===== config.mk =====
export PLATFORM = sky130hd
export DESIGN_NAME = cxor_sched
export DESIGN_NICKNAME = d
export VERILOG_FILES = /design/src/rtl/cxor_sched.sv
export SDC_FILE = /design/constraint.sdc
export NUM_CORES = 1
export LEC_CHECK = 0
export CAP_MARGIN = 20
export CORE_AREA = 8 8 66 68
export DETAILED_ROUTE_END_ITERATION = 8
export DIE_AREA = 0 0 74 76
export PLACE_DENSITY = 0.77
export SYNTH_ARGS = -nofsm -noshare
export SYNTH_HDL_FRONTEND = slang
export SYNTH_SLANG_ARGS = --single-unit

===== constraint.sdc =====
create_clock -name clk -period 1.9 [get_ports clk]
set_clock_uncertainty 0.15 [all_clocks]
set_input_delay 0.285 -clock clk [delete_from_list [all_inputs] [get_ports clk]]
set_output_delay 0.285 -clock clk [all_outputs]
set_load 0.03 [all_outputs]

===== src/rtl/cxor_sched.sv =====
// Two-requester round-robin scheduler driving an iterated conditional XOR/AND unit.
// Each pass computes acc = acc[7] ? (acc & b) : (acc ^ b); the result is returned tagged with the requester ID.
//
// state | meaning
// IDLE  | waiting for a job, arbitrating between requesters
// RUN   | applying one conditional pass per cycle
// DONE  | holding the result until the consumer takes it
module cxor_sched (
    input  logic       clk,
    input  logic       rst,
    input  logic       req0_valid,
    output logic       req0_ready,
    input  logic [7:0] req0_a,
    input  logic [7:0] req0_b,
    input  logic [2:0] req0_iter,
    input  logic       req1_valid,
    output logic       req1_ready,
    input  logic [7:0] req1_a,
    input  logic [7:0] req1_b,
    input  logic [2:0] req1_iter,
    output logic       res_valid,
    input  logic       res_ready,
    output logic [7:0] res_data,
    output logic       res_id,
    output logic       busy
);

    typedef enum logic [1:0] {IDLE, RUN, DONE} state_t;

    state_t     state_q, state_d;
    logic [7:0] acc_q, acc_d;
    logic [7:0] bop_q, bop_d;
    logic [2:0] cnt_q, cnt_d;
    logic       id_q, id_d;
    logic       last_q, last_d;

    always_ff @(posedge clk or posedge rst) begin
        if (rst) begin
            state_q <= IDLE;
            acc_q   <= 8'h00;
            bop_q   <= 8'h00;
            cnt_q   <= 3'd0;
            id_q    <= 1'b0;
            last_q  <= 1'b1;
        end else begin
            state_q <= state_d;
            acc_q   <= acc_d;
            bop_q   <= bop_d;
            cnt_q   <= cnt_d;
            id_q    <= id_d;
            last_q  <= last_d;
        end
    end

    always_comb begin
        state_d = state_q;
        acc_d   = acc_q;
        bop_d   = bop_q;
        cnt_d   = cnt_q;
        id_d    = id_q;
        last_d  = last_q;
        case (state_q)
            IDLE: begin
                if (req0_ready) begin
                    acc_d   = req0_a;
                    bop_d   = req0_b;
                    cnt_d   = req0_iter;
                    id_d    = 1'b0;
                    last_d  = 1'b0;
                    state_d = RUN;
                end else if (req1_ready) begin
                    acc_d   = req1_a;
                    bop_d   = req1_b;
                    cnt_d   = req1_iter;
                    id_d    = 1'b1;
                    last_d  = 1'b1;
                    state_d = RUN;
                end
            end
            RUN: begin
                // mode is chosen from the current accumulator MSB on every pass
                acc_d = acc_q[7] ? (acc_q & bop_q) : (acc_q ^ bop_q);
                if (cnt_q == 3'd0) state_d = DONE;
                else               cnt_d   = cnt_q - 3'd1;
            end
            DONE: begin
                if (res_ready) state_d = IDLE;
            end
            default: state_d = IDLE;
        endcase
    end

    always_comb begin
        req0_ready = 1'b0;
        req1_ready = 1'b0;
        // on a tie the requester that did not win last time gets the grant
        if (state_q == IDLE && !rst) begin
            if (req0_valid && (!req1_valid || last_q)) req0_ready = 1'b1;
            else if (req1_valid)                       req1_ready = 1'b1;
        end
        res_valid = (state_q == DONE);
        res_data  = acc_q;
        res_id    = id_q;
        busy      = (state_q != IDLE);
    end

endmodule


Word-level counts from Yosys, hierarchy flattened
Index checks and enable logic that the tools add are counted.
{ "word_totals": {"output_inout_bits": 13, "input_bits": 43, "reg_bits": 23} }
{ "classes": {"add_sub_neg": 1, "eq_ne": 6, "reduce_logical": 14, "n_bitwise": 2, "muxes": 22} }
{ "ops": {"columns": ["cell", "n"], "rows": [
  ["2-to-1 mux 8 bit", 5],
  ["one-hot mux 8 bit (2 select lines)", 1],
  ["2-to-1 mux 3 bit", 3],
  ["bitwise AND 8 bit", 1],
  ["2-to-1 mux 2 bit", 4],
  ["XOR 8 bit", 1],
  ["2-to-1 mux 1 bit", 7],
  ["one-hot mux 2 bit (3 select lines)", 1],
  ["one-hot mux 3 bit (2 select lines)", 1],
  ["AND reduction 3 bit", 2],
  ["nonzero test 2 bit", 3],
  ["!= test 2 bit, second input constant", 2],
  ["AND reduction 2 bit", 2],
  ["zero test 3 bit", 1],
  ["!= test 3 bit, second input constant", 1],
  ["subtractor 3 x 1 -> 3 bit, second input constant", 1],
  ["== test 2 x 1 -> 1 bit, second input constant", 1],
  ["== test 2 bit, second input constant", 1],
  ["logical AND 1 bit", 2],
  ["zero test 1 bit", 2],
  ["zero test 2 bit", 1],
  ["!= test 2 x 1 -> 1 bit, second input constant", 1],
  ["logical OR 1 bit", 1]
]} }

Logic depth before layout (Yosys ltp)
Gate-level depths: netlist (run 1).
{ "logic_depth": {"depth_word": 8, "depth_mapped": 6} }

Least setup slack after synthesis (run 1)
Ideal clock, no wire load.
{ "synth_timing": {"path_kind": "register -> output", "startpoint": "register state_q[1]", "endpoint": "output port req1_ready", "stages_incl_launch_ff": 4, "setup_slack_ns": 0.211, "arrival_time_ns": 1.254, "path_cell_list": "dfrtp_1 nor3_4 nand2_1 a21oi_1"} }
{ "synth_via": {"elab_chain_len": 3} }
{ "synth_lines": {"columns": ["item", "line", "source"], "rows": [
  ["start, declared", "30", "state_t state_q, state_d;"],
  ["start signal, assigned", "46", "state_q <= state_d;"],
  ["zero test 2 bit", "97", "if (state_q == IDLE && !rst) begin"],
  ["logical AND 1 bit", "97", null],
  ["2-to-1 mux 1 bit", "97", null],
  ["end, declared", "17", "output logic req1_ready,"]
]} }
Every way passes these cells.

Worst setup path in the final report (run 1)
{ "layout_timing": {"startpoint": "register state_q[1]", "endpoint": "output port req0_ready"} }
{ "layout_via": {"elab_chain_len": 3} }
{ "layout_lines": {"columns": ["item", "line", "source"], "rows": [
  ["zero test 2 bit", "97", null],
  ["logical AND 1 bit", "97", null],
  ["2-to-1 mux 1 bit", "97", null],
  ["end, declared", "12", "output logic req0_ready,"]
]} }
Every way passes these cells.

==> results.txt, run 1 <==
Post-Route Utilization: 0.6069
number of global-route vias before repair: 1,370
VDD IR max: 437.0 uV
vias per cell: 5.070
CP Class: register to output port
Mapped Area: 0.001358 mm2
Cell variety after synth: 27
# IOs: 56
Post-Place Cell Area: 0.002034 mm2
DIE AREA: 0.005624 mm2
synthesis warning total: 0
failing checks: negative hold slack
slowest CP cell: dfrtp_1
GRT Residual Overflow: 0
Hold Path Class: primary input to asynchronous set/reset pin
final worst-path cycle share: 0.9914
fmax: 530.9 MHz
Worst Path Max Fanout: 5
Finished Layout Cells: 244
TritonCTS buffer count: 3
total power: 2.800 mW
Final WS setup: 0.01625 ns
nets@finish: 249
#FFs+latches synth: 23
port buffer count: 55
crit path time final: 1.884 ns
placed cells: 238
largest cells by area after synthesis: dfrtp_1, mux2i_1, ha_1
Pwr per Cell Area: 1341 mW/mm2
core area: 0.003441 mm2
Hold Buf Count CTS: 0
# clock sinks: 23
initial antenna violation count: 0
syn_area_per_cell: 10.44 um2
DR iter-0 viols: 43
1st-pass router iterations: 4
RSZ-0062 raised after global routing: yes
Starting Density: 0.3945
placer congestion estimate: 0.8239
worst path required time: 1.46 ns
Synth top area share: 0.4055
total wire length: 3719 um
status: complete, but fails checks
Final Hold Vio Count: 7
ANT cells: 0
worst hold margin: -0.01889 ns
first-pass GRT wire length: 6403 um
post-synth top area cell: dfrtp_1
number of max-slew violations in the final report: 0
Leakage: 1.034 nW
R2R Path End: cnt_q[2]$_DFFE_PP0P_
All-Layer GR Usage: 0.1408
design area: 0.002088 mm2
Routed Antenna Nets: 0
Worst Setup End Kind: output port
CP delay by family, top: flip-flops
wire per inst: 15.24 um
slew margin rel.: 0.6378
pre-CTS setup slack: -0.07297 ns
Synth Instances: 130
sequential fraction of the synthesis area: 0.4249
share of cells above drive strength 1: 0.1378
DIE HEIGHT: 76 um
Slew @ Worst Pin: 0.5422 ns
die width: 74 um
Worst Path Buf+Inv: 2
CP Cell Sequence: nor3_4 -> nand3_2 -> inv_2 -> buf_4
worst reg2reg path depth: 6
maximum clock path buffer count: 2
fill count: 288
FF-to-FF setup slack: 0.18 ns
CP Launch Type: register
CTS tree: built
Syn Nets: 182
max_cap viols: 0
DRC violations left: 0
Core Rows: 22
root buf cell: clkbuf_4
Clock transition at path regs: 0.13 ns
Final setup viols: 0
largest net degree at the start of global routing: 15
Worst EP arrival: 1.45 ns
CP peak stage delay: 0.46 ns
worst reg2reg path startpoint: cnt_q[0]$_DFFE_PP0P_
routed via count: 1,237
Detailed Place HPWL: 3090 um
beginning of the critical path: state_q[1]$_DFFE_PP0P_
area grow syn2layout: 53.82%
H-tree depth: 1
Worst-Skew Late Latency: 0.32 ns
[report_power, final]
part / switching (mW) / internal (mW)
Sequential: 0.168 / 0.739
Clock: 0.149 / 0.0822
Combinational: 0.881 / 0.781
[metrics by stage]
stage,hold slack (ns),setup TNS (ns)
2_1_floorplan,0.1362,0
3_3_place_gp,0.3184,0
3_5_place_dp,0.3274,-0.3579
4_1_cts,0.0001318,0
5_1_grt,0.02216,-0.09375
6_report,-0.01889,0
[worst reg2reg max path, cell delays in order (launching register included)]
cell	delay, ns
dfrtp_1	0.36
inv_1	0.07
ha_1	0.20
ha_1	0.22
nor2_1	0.29
nor3_1	0.09
a221oi_1	0.24
[worst max path at each step]
stage / to / slack (ns) / cells past startpoint
finish: req0_ready / 0.02 / 4
global route: req0_ready / -0.05 / 4
CTS: res_valid / 0.007 / 3
detailed placement: cnt_q[2]$_DFFE_PP0P_ / -0.07 / 6
global placement: cnt_q[2]$_DFFE_PP0P_ / 0.01 / 6
floorplan: req1_ready / 0.21 / 3
[Yosys cell counts]
| cell | n |
|---|---|
| a21oi_1 | 3 |
| a221oi_1 | 2 |
| a31oi_1 | 2 |
| buf_1 | 1 |
| buf_2 | 2 |
| buf_4 | 1 |
| buf_6 | 1 |
| clkbuf_1 | 1 |
| dfrtp_1 | 22 |
| dfstp_2 | 1 |
| ha_1 | 9 |
| inv_1 | 6 |
| inv_2 | 1 |
| mux2i_1 | 26 |
| nand2_1 | 17 |
| nand2b_1 | 3 |
| nand3_2 | 1 |
| nor2_1 | 3 |
| nor2b_1 | 2 |
| nor3_1 | 2 |
| nor3_4 | 1 |
| o21ai_1 | 11 |
| o21ai_2 | 1 |
| o21ba_1 | 1 |
| o21bai_1 | 1 |
| o221ai_1 | 8 |
| or2_1 | 1 |
[cell type report]
| class | instances | area [um2] | share of cell area |
|---|---|---|---|
| clock buffers | 4 | 26.28 | 0.01258 |
| inverters | 7 | 26.28 | 0.01258 |
| flip-flops and latches | 23 | 578.1 | 0.2768 |
| well taps | 48 | 60.06 | 0.02876 |
| repair buffers | 68 | 668.1 | 0.3200 |
| multi-input cells | 94 | 729.5 | 0.3493 |
[metal layers]
| metal | global-route usage | up-vias | routed length [um] |
|---|---|---|---|
| li1 | - | 602 | - |
| met1 | 0.1597 | 589 | 1502 |
| met2 | 0.2509 | 43 | 1920 |
| met3 | 0.03158 | 3 | 269 |
| met4 | 0.03600 | 0 | 27 |
| met5 | 0 | - | 0 |
[flip-flops by register name, indices dropped and copies added, names as in the netlist]
| register | flops |
|---|---|
| bop_q | 8 |
| res_data | 8 |
| cnt_q | 3 |
| state_q | 2 |
| last_q | 1 |
| res_id | 1 |
[cells in the final DEF, fill, tap and decap left out, drive strengths merged]
cell type / n
clkdlybuf4s50: 50
mux2i: 26
dfrtp: 22
nand2: 17
buf: 15
o21ai: 12
ha: 9
o221ai: 8
inv: 7
clkbuf: 5
nand2b: 3
nor2: 3
a21oi: 3
nor3: 3
a31oi: 2
nor2b: 2
a221oi: 2
dlygate4sd2: 2
nand3: 1
or2: 1
o21ba: 1
o21bai: 1
dfstp: 1
[repair_timing]
action,4_1_cts,5_1_grt
buffers inserted,2,0
resized for setup,7,4
endpoints found under the setup margin,3,3
pin swaps,1,1
[logic make-up after synthesis]
| group | share of synthesized area |
|---|---|
| AOI/OAI and AO/OA | 0.1447 |
| adders and majority gates | 0.08295 |
| buffers and inverters | 0.04608 |
| DFF | 0.4249 |
| muxes | 0.1917 |
| and+or+nand+nor | 0.1097 |
Note: power is estimated with default switching activity, not from simulation.
==> run 2, diff against run 1 <==
- ABC_AREA: default -> 1
- CORE_AREA: 8 8 66 68 -> 8 8 69 71
- DIE_AREA: 0 0 74 76 -> 0 0 77 79
- PLACE_DENSITY: 0.77 -> 0.76
==> results.txt, run 2 <==
1st-pass router iterations: 4 (unchanged)
Final Hold Vio Count: 0 (-7)
Slew @ Worst Pin: 0.4017 ns (-0.1405 ns)
CTS tree: built
status: finished, final reports clean
Syn Nets: 272 (+49%)
Detailed Place HPWL: 3256 um (+5.4%)
Leakage: 1.156 nW (+12%)
largest net degree at the start of global routing: 24 (+9)
ys flop type: dfrtp_1
ANT cells: 0 (unchanged)
slowest CP cell: dfstp_2
Worst-Skew Late Latency: 0.26 ns (-0.06 ns)
H-tree depth: 1 (unchanged)
Pwr per Cell Area: 1542 mW/mm2 (+15%)
Post-Place Cell Area: 0.002237 mm2 (+10%)
register share of total power: 0.262 (-0.062)
Final setup viols: 0 (unchanged)
CP Cell Sequence: inv_1 -> a21boi_4 -> buf_6 -> nor2_1 -> buf_4
worst reg2reg path startpoint: last_q$_DFFE_PP1P_
CP Launch Type: register
Synth top area share: 0.3580 (-0.04752)
number of synthesized flops with an enable pin: 0 (unchanged)
routed via count: 1,561 (+26%)
sequential fraction of the synthesis area: 0.3751 (-0.04978)
Sw Ratio: 0.4680 (+0.03999)
Post-synth ARST share: 1.000 (unchanged)
All-Layer GR Usage: 0.1409 (+0.0001719)
total wire length: 4033 um (+8.4%)
final worst-path cycle share: 0.9529 (-0.03859)
syn_area_per_cell: 6.990 um2 (-33%)
fill count: 365 (+27%)
CP peak stage delay: 0.52 ns (+0.06 ns)
Cell variety after synth: 22 (-19%)
# clock sinks: 23 (unchanged)
vias per cell: 4.646 (-8.4%)
# IOs: 56 (unchanged)
internal power: 1.890 mW (+18%)
port buffer count: 55 (unchanged)
commonest cells after routing, fill and taps aside: nor2_1, nand2_1, clkdlybuf4s50_1, dfrtp_1, inv_1
wire per inst: 12.00 um (-21%)
Hold Buf Count CTS: 0 (unchanged)
largest cells by area after synthesis: dfrtp_1, nor2_1, nand2_1
worst reg2reg path depth: 11 (+5)
switching power: 1.663 mW (+39%)
initial antenna violation count: 0 (unchanged)
area grow syn2layout: 49.80%
number of max-slew violations in the final report: 0 (unchanged)
synthesis warning total: 0 (unchanged)
fmax: 552.4 MHz (+4.0%)
R2R Path End: res_data[7]$_DFFE_PP0P_
design area: 0.002303 mm2 (+10%)
Worst EP arrival: 1.38 ns (-0.07 ns)
DIE HEIGHT: 79 um (+3.9%)
post-synth top area cell: dfrtp_1
share of power burned in the clock network: 0.086 (+0.003)
nets@finish: 339 (+36%)
slew margin rel.: 0.7316 (+0.09380)
VDD IR max: 598.9 uV (+37%)
GRT Residual Overflow: 0 (unchanged)
Worst Path Max Fanout: 9 (+4)
commonest cells in the synthesized netlist: nor2_1, nand2_1, dfrtp_1
CP Class: register to output port
core area: 0.003799 mm2 (+10%)
maximum clock path buffer count: 2 (unchanged)
Logic pwr share: 0.653 (+0.060)
FF-to-FF setup slack: 0.20 ns (+0.02 ns)
number of global-route vias before repair: 1,612 (+18%)
crit path time final: 1.810 ns (-0.07332 ns)
#FFs+latches synth: 23 (unchanged)
Starting Density: 0.4048 (+0.01026)
most common cell in the netlist: nor2_1
Worst Setup End Kind: output port
Synth Instances: 220 (+69%)
RSZ-0062 raised after global routing: no
placer congestion estimate: 0.7819 (-5.1%)
Post-Route Utilization: 0.6064 (about the same)
TritonCTS buffer count: 3 (unchanged)
Mapped Area: 0.001538 mm2 (+13%)
root buf cell: clkbuf_8
first-pass GRT wire length: 7169 um (+12%)
max_cap viols: 0 (unchanged)
worst path required time: 1.46 ns (about the same)
Clock transition at path regs: 0.08 ns (-0.05 ns)
DR iter-0 viols: 69 (+60%)
Hold Path Class: primary input to asynchronous set/reset pin
most common cell after layout, fill and taps aside: nor2_1
Core Rows: 23 (+4.5%)
Routed Antenna Nets: 0 (unchanged)
share of cells above drive strength 1: 0.1224 (-0.01538)
DIE AREA: 0.006083 mm2 (+8.2%)
DRC violations left: 0 (unchanged)
die width: 77 um (+4.1%)
==> run 2: cell types whose count changed after synthesis, sizes merged, moves of 8 or more <==
cell,change
inv,+16
mux2i,-26
nand2,+42
nand3,+17
nor2,+58
o221ai,-8
==> run 2: worst max-delay path, delay by kind of cell, from the launching register on <==
kind / cells / cell delay, ns
AOI/OAI and AO/OA: 1 / 0.16
buffers and inverters: 3 / 0.38
and+or+nand+nor: 1 / 0.05
DFF: 1 / 0.52
==> run 2: area by class of cell <==
class / instances / area, um2 / area share
inverter: 23 / 86.33 / 0.03748
clock buffer: 4 / 45.04 / 0.01955
timing repair buffer: 70 / 701.9 / 0.3047
tap: 50 / 62.56 / 0.02716
sequential: 23 / 576.8 / 0.2504
multi-input combinational: 166 / 830.8 / 0.3607
==> run 2: power by group through the flow <==
stage | Sequential [mW] | Clock (mW) | Combinational (mW)
after detailed placement | 0.941 | 0 | 2.34
after floorplan | 1.09 | 0 | 1.40
after CTS | 0.932 | 0.311 | 2.34
after global routing | 0.965 | 0.336 | 2.68
final | 0.929 | 0.305 | 2.32
after global placement | 0.932 | 0 | 2.29
==> run 2: cell families (layout without fill, tap and decap cells) <==
logic type	count (synthesis)	in the layout	share of synthesized area
flops	23	23	0.3751
buf+inv	31	97	0.08950
simple gates	138	138	0.3800
fa+ha+maj	9	9	0.07323
compound gates	19	19	0.08218
==> run 2: layer usage <==
metal / GRT usage / wire length, um / part of all wire
met4: 0.03962 / 40 / 0.0099
met5: 0 / 0 / 0
met1: 0.1684 / 1767 / 0.44
met3: 0.03612 / 247 / 0.061
met2: 0.2455 / 1977 / 0.49
==> run 2: metrics by stage <==
step / setup slack [ns] / power, mW / cells / hold slack, ns / setup TNS (ns)
2_1_floorplan: 0.03689 / 2.494 / 220 / 0.1448 / 0
3_3_place_gp: -0.05516 / 3.219 / 331 / 0.3142 / -0.06600
3_5_place_dp: -0.05847 / 3.279 / 331 / 0.3244 / -0.1748
4_1_cts: 0.02859 / 3.584 / 336 / 0.3438 / 0
5_1_grt: 0.01241 / 3.980 / 336 / 0.09963 / 0
6_report: 0.08957 / 3.552 / 336 / 0.07318 / 0
==> run 2: how the worst max path moves through the flow <==
stage                             startpoint                    to  slack [ns]  cells past startpoint
after global placement                   rst            req0_ready       -0.06                      6
after global routing      last_q$_DFFE_PP1P_            req1_ready        0.01                      5
after detailed placement                 rst            req0_ready       -0.06                      6
after floorplan                          rst  bop_q[7]$_DFFE_PP0P_        0.04                      6
after CTS                                rst            req0_ready        0.03                      6
final                     last_q$_DFFE_PP1P_            req1_ready        0.09                      5
==> run 2: timing repair <==
| action | CTS | global route |
|---|---|---|
| buffers inserted | 1 | 0 |
| cloned | 0 | 0 |
| endpoints found under the setup margin | 3 | 3 |
| resized for setup | 2 | 5 |
| pin swaps | 0 | 0 |
==> run 3, diff against run 2 <==
- CORE_AREA: 8 8 69 71 -> 4 4 65 67
- DIE_AREA: 0 0 77 79 -> 0 0 69 71
==> results.txt, run 3 (synthesized netlist as in run 2, its figures left out) <==
nets@finish: 338 (-0.29%)
DIE AREA: 0.004899 mm2 (-19%)
Slew @ Worst Pin: 0.3329 ns (-0.06876 ns)
total wire length: 3862 um (-4.2%)
ANT cells: 0 (unchanged)
DR iter-0 viols: 69 (unchanged)
Hold Path Class: primary input to asynchronous set/reset pin
worst hold margin: 0.1525 ns (+0.07936 ns)
All-Layer GR Usage: 0.1568 (+0.01582)
Worst-Skew Late Latency: 0.27 ns (about the same)
total power: 3.523 mW (-0.84%)
share of cells above drive strength 1: 0.1298 (+0.007447)
Routed Antenna Nets: 0 (unchanged)
worst reg2reg path depth: 9 (-2)
die width: 69 um (-10%)
Final WS setup: 0.08546 ns (-0.004108 ns)
crit path time final: 1.815 ns (+0.004108 ns)
# IOs: 56 (unchanged)
status: finished, final reports clean
internal power: 1.848 mW (-2.2%)
VDD IR max: 601.4 uV (+0.42%)
H-tree depth: 1 (unchanged)
slew margin rel.: 0.7774 (+0.04579)
share of power burned in the clock network: 0.089 (+0.003)
number of global-route vias before repair: 1,419 (-12%)
Post-Route Utilization: 0.6250 (+0.01861)
TritonCTS buffer count: 3 (unchanged)
commonest cells after routing, fill and taps aside: nor2_1, nand2_1, clkdlybuf4s50_1, dfrtp_1, inv_1
DRC violations left: 0 (unchanged)
worst reg2reg path startpoint: last_q$_DFFE_PP1P_
Core Rows: 22 (-4.3%)
initial antenna violation count: 0 (unchanged)
Leakage: 1.120 nW (-3.1%)
first-pass GRT wire length: 6285 um (-12%)
RSZ-0062 raised after global routing: no
Pwr per Cell Area: 1551 mW/mm2 (+0.58%)
FF-to-FF setup slack: 0.27 ns (+0.07 ns)
routed via count: 1,534 (-1.7%)
DIE HEIGHT: 71 um (-10%)
worst path required time: 1.46 ns (about the same)
most common cell after layout, fill and taps aside: nor2_1
pre-CTS setup slack: -0.04560 ns (+0.01287 ns)
maximum clock path buffer count: 2 (unchanged)
area grow syn2layout: 47.68%
Starting Density: 0.4232 (+0.01840)
Finished Layout Cells: 333 (-0.89%)
placed cells: 327 (-1.2%)
register share of total power: 0.263 (about the same)
1st-pass router iterations: 4 (unchanged)
placer congestion estimate: 0.8540 (+9.2%)
design area: 0.002271 mm2 (-1.4%)
switching power: 1.674 mW (+0.71%)
Clock transition at path regs: 0.08 ns (about the same)
CTS tree: built
core area: 0.003633 mm2 (-4.3%)
final worst-path cycle share: 0.9550 (+0.002162)
max_cap viols: 0 (unchanged)
R2R Path End: bop_q[2]$_DFFE_PP0P_
GRT Residual Overflow: 0 (unchanged)
# clock sinks: 23 (unchanged)
Worst EP arrival: 1.38 ns (about the same)
Worst Setup End Kind: output port
Final Hold Vio Count: 0 (unchanged)
Final setup viols: 0 (unchanged)
root buf cell: clkbuf_8
Detailed Place HPWL: 2889 um (-11%)
CP Launch Type: primary input
number of max-slew violations in the final report: 0 (unchanged)
Sw Ratio: 0.4753 (+0.007336)
vias per cell: 4.607 (-0.84%)
Total Neg Setup Slack: 0 ns (unchanged)
wire per inst: 11.60 um (-3.4%)
Logic pwr share: 0.648 (-0.005)
fmax: 551.1 MHz (-0.23%)
CP Class: primary input to output port
Worst Path Max Fanout: 6 (-3)
port buffer count: 55 (unchanged)
largest net degree at the start of global routing: 24 (unchanged)
Post-Place Cell Area: 0.002195 mm2 (-1.9%)
run 3: cell count changes in the layout (fill, tap and decap cells not counted), sizes merged:
cell	delta
dlygate4sd2	+1
clkdlybuf4s50	+1
buf	-1
dlymetal6s2s	-2
run 3: critical path: stages:
cell	delay (ns)
clkdlybuf4s50_1	0.51
nand2_2	0.12
nand2_2	0.07
nor2_4	0.13
buf_6	0.13
buf_6	0.13
run 3: area by class of cell:
type                       count  area [um2]
multi-input combinational    166       835.8
clock buffer                   4       45.04
sequential                    23       576.8
inverter                      23       86.33
fill                         338        1363
timing repair buffer          69       666.9
tap                           48       60.06
run 3: what timing repair did:
item                       4_1_cts  5_1_grt
hold buffers                     0        0
setup buffers                    0        2
setup endpoints to repair        3        1
resized for setup                4        6
pin swaps                        0        2
run 3: power by group through the flow:
stage / sequential (mW) / combinational, mW / clock, mW
final: 0.926 / 2.28 / 0.313
after global routing: 0.954 / 2.58 / 0.346
after CTS: 0.927 / 2.27 / 0.325
after detailed placement: 0.938 / 2.28 / 0
after global placement: 0.928 / 2.22 / 0
after floorplan: 1.09 / 1.40 / 0
run 3: worst max path at each step:
stage                                   from  cells after the start                   end  slack [ns]
after floorplan                          rst                      6  bop_q[7]$_DFFE_PP0P_        0.04
after global placement                   rst                      6            req0_ready       -0.02
after detailed placement                 rst                      6            req0_ready       -0.05
after CTS                 last_q$_DFFE_PP1P_                      6            req0_ready        0.02
after global routing      last_q$_DFFE_PP1P_                      6            req0_ready       0.007
final                             req1_valid                      6            req0_ready        0.09
run 3: layer usage:
| layer | routed length, um | up-vias | GRT usage |
|---|---|---|---|
| met2 | 1903 | 45 | 0.2669 |
| li1 | - | 823 | - |
| met3 | 192 | 3 | 0.03409 |
| met4 | 25 | 0 | 0.05206 |
| met1 | 1741 | 663 | 0.1972 |
| met5 | 0 | - | 0 |
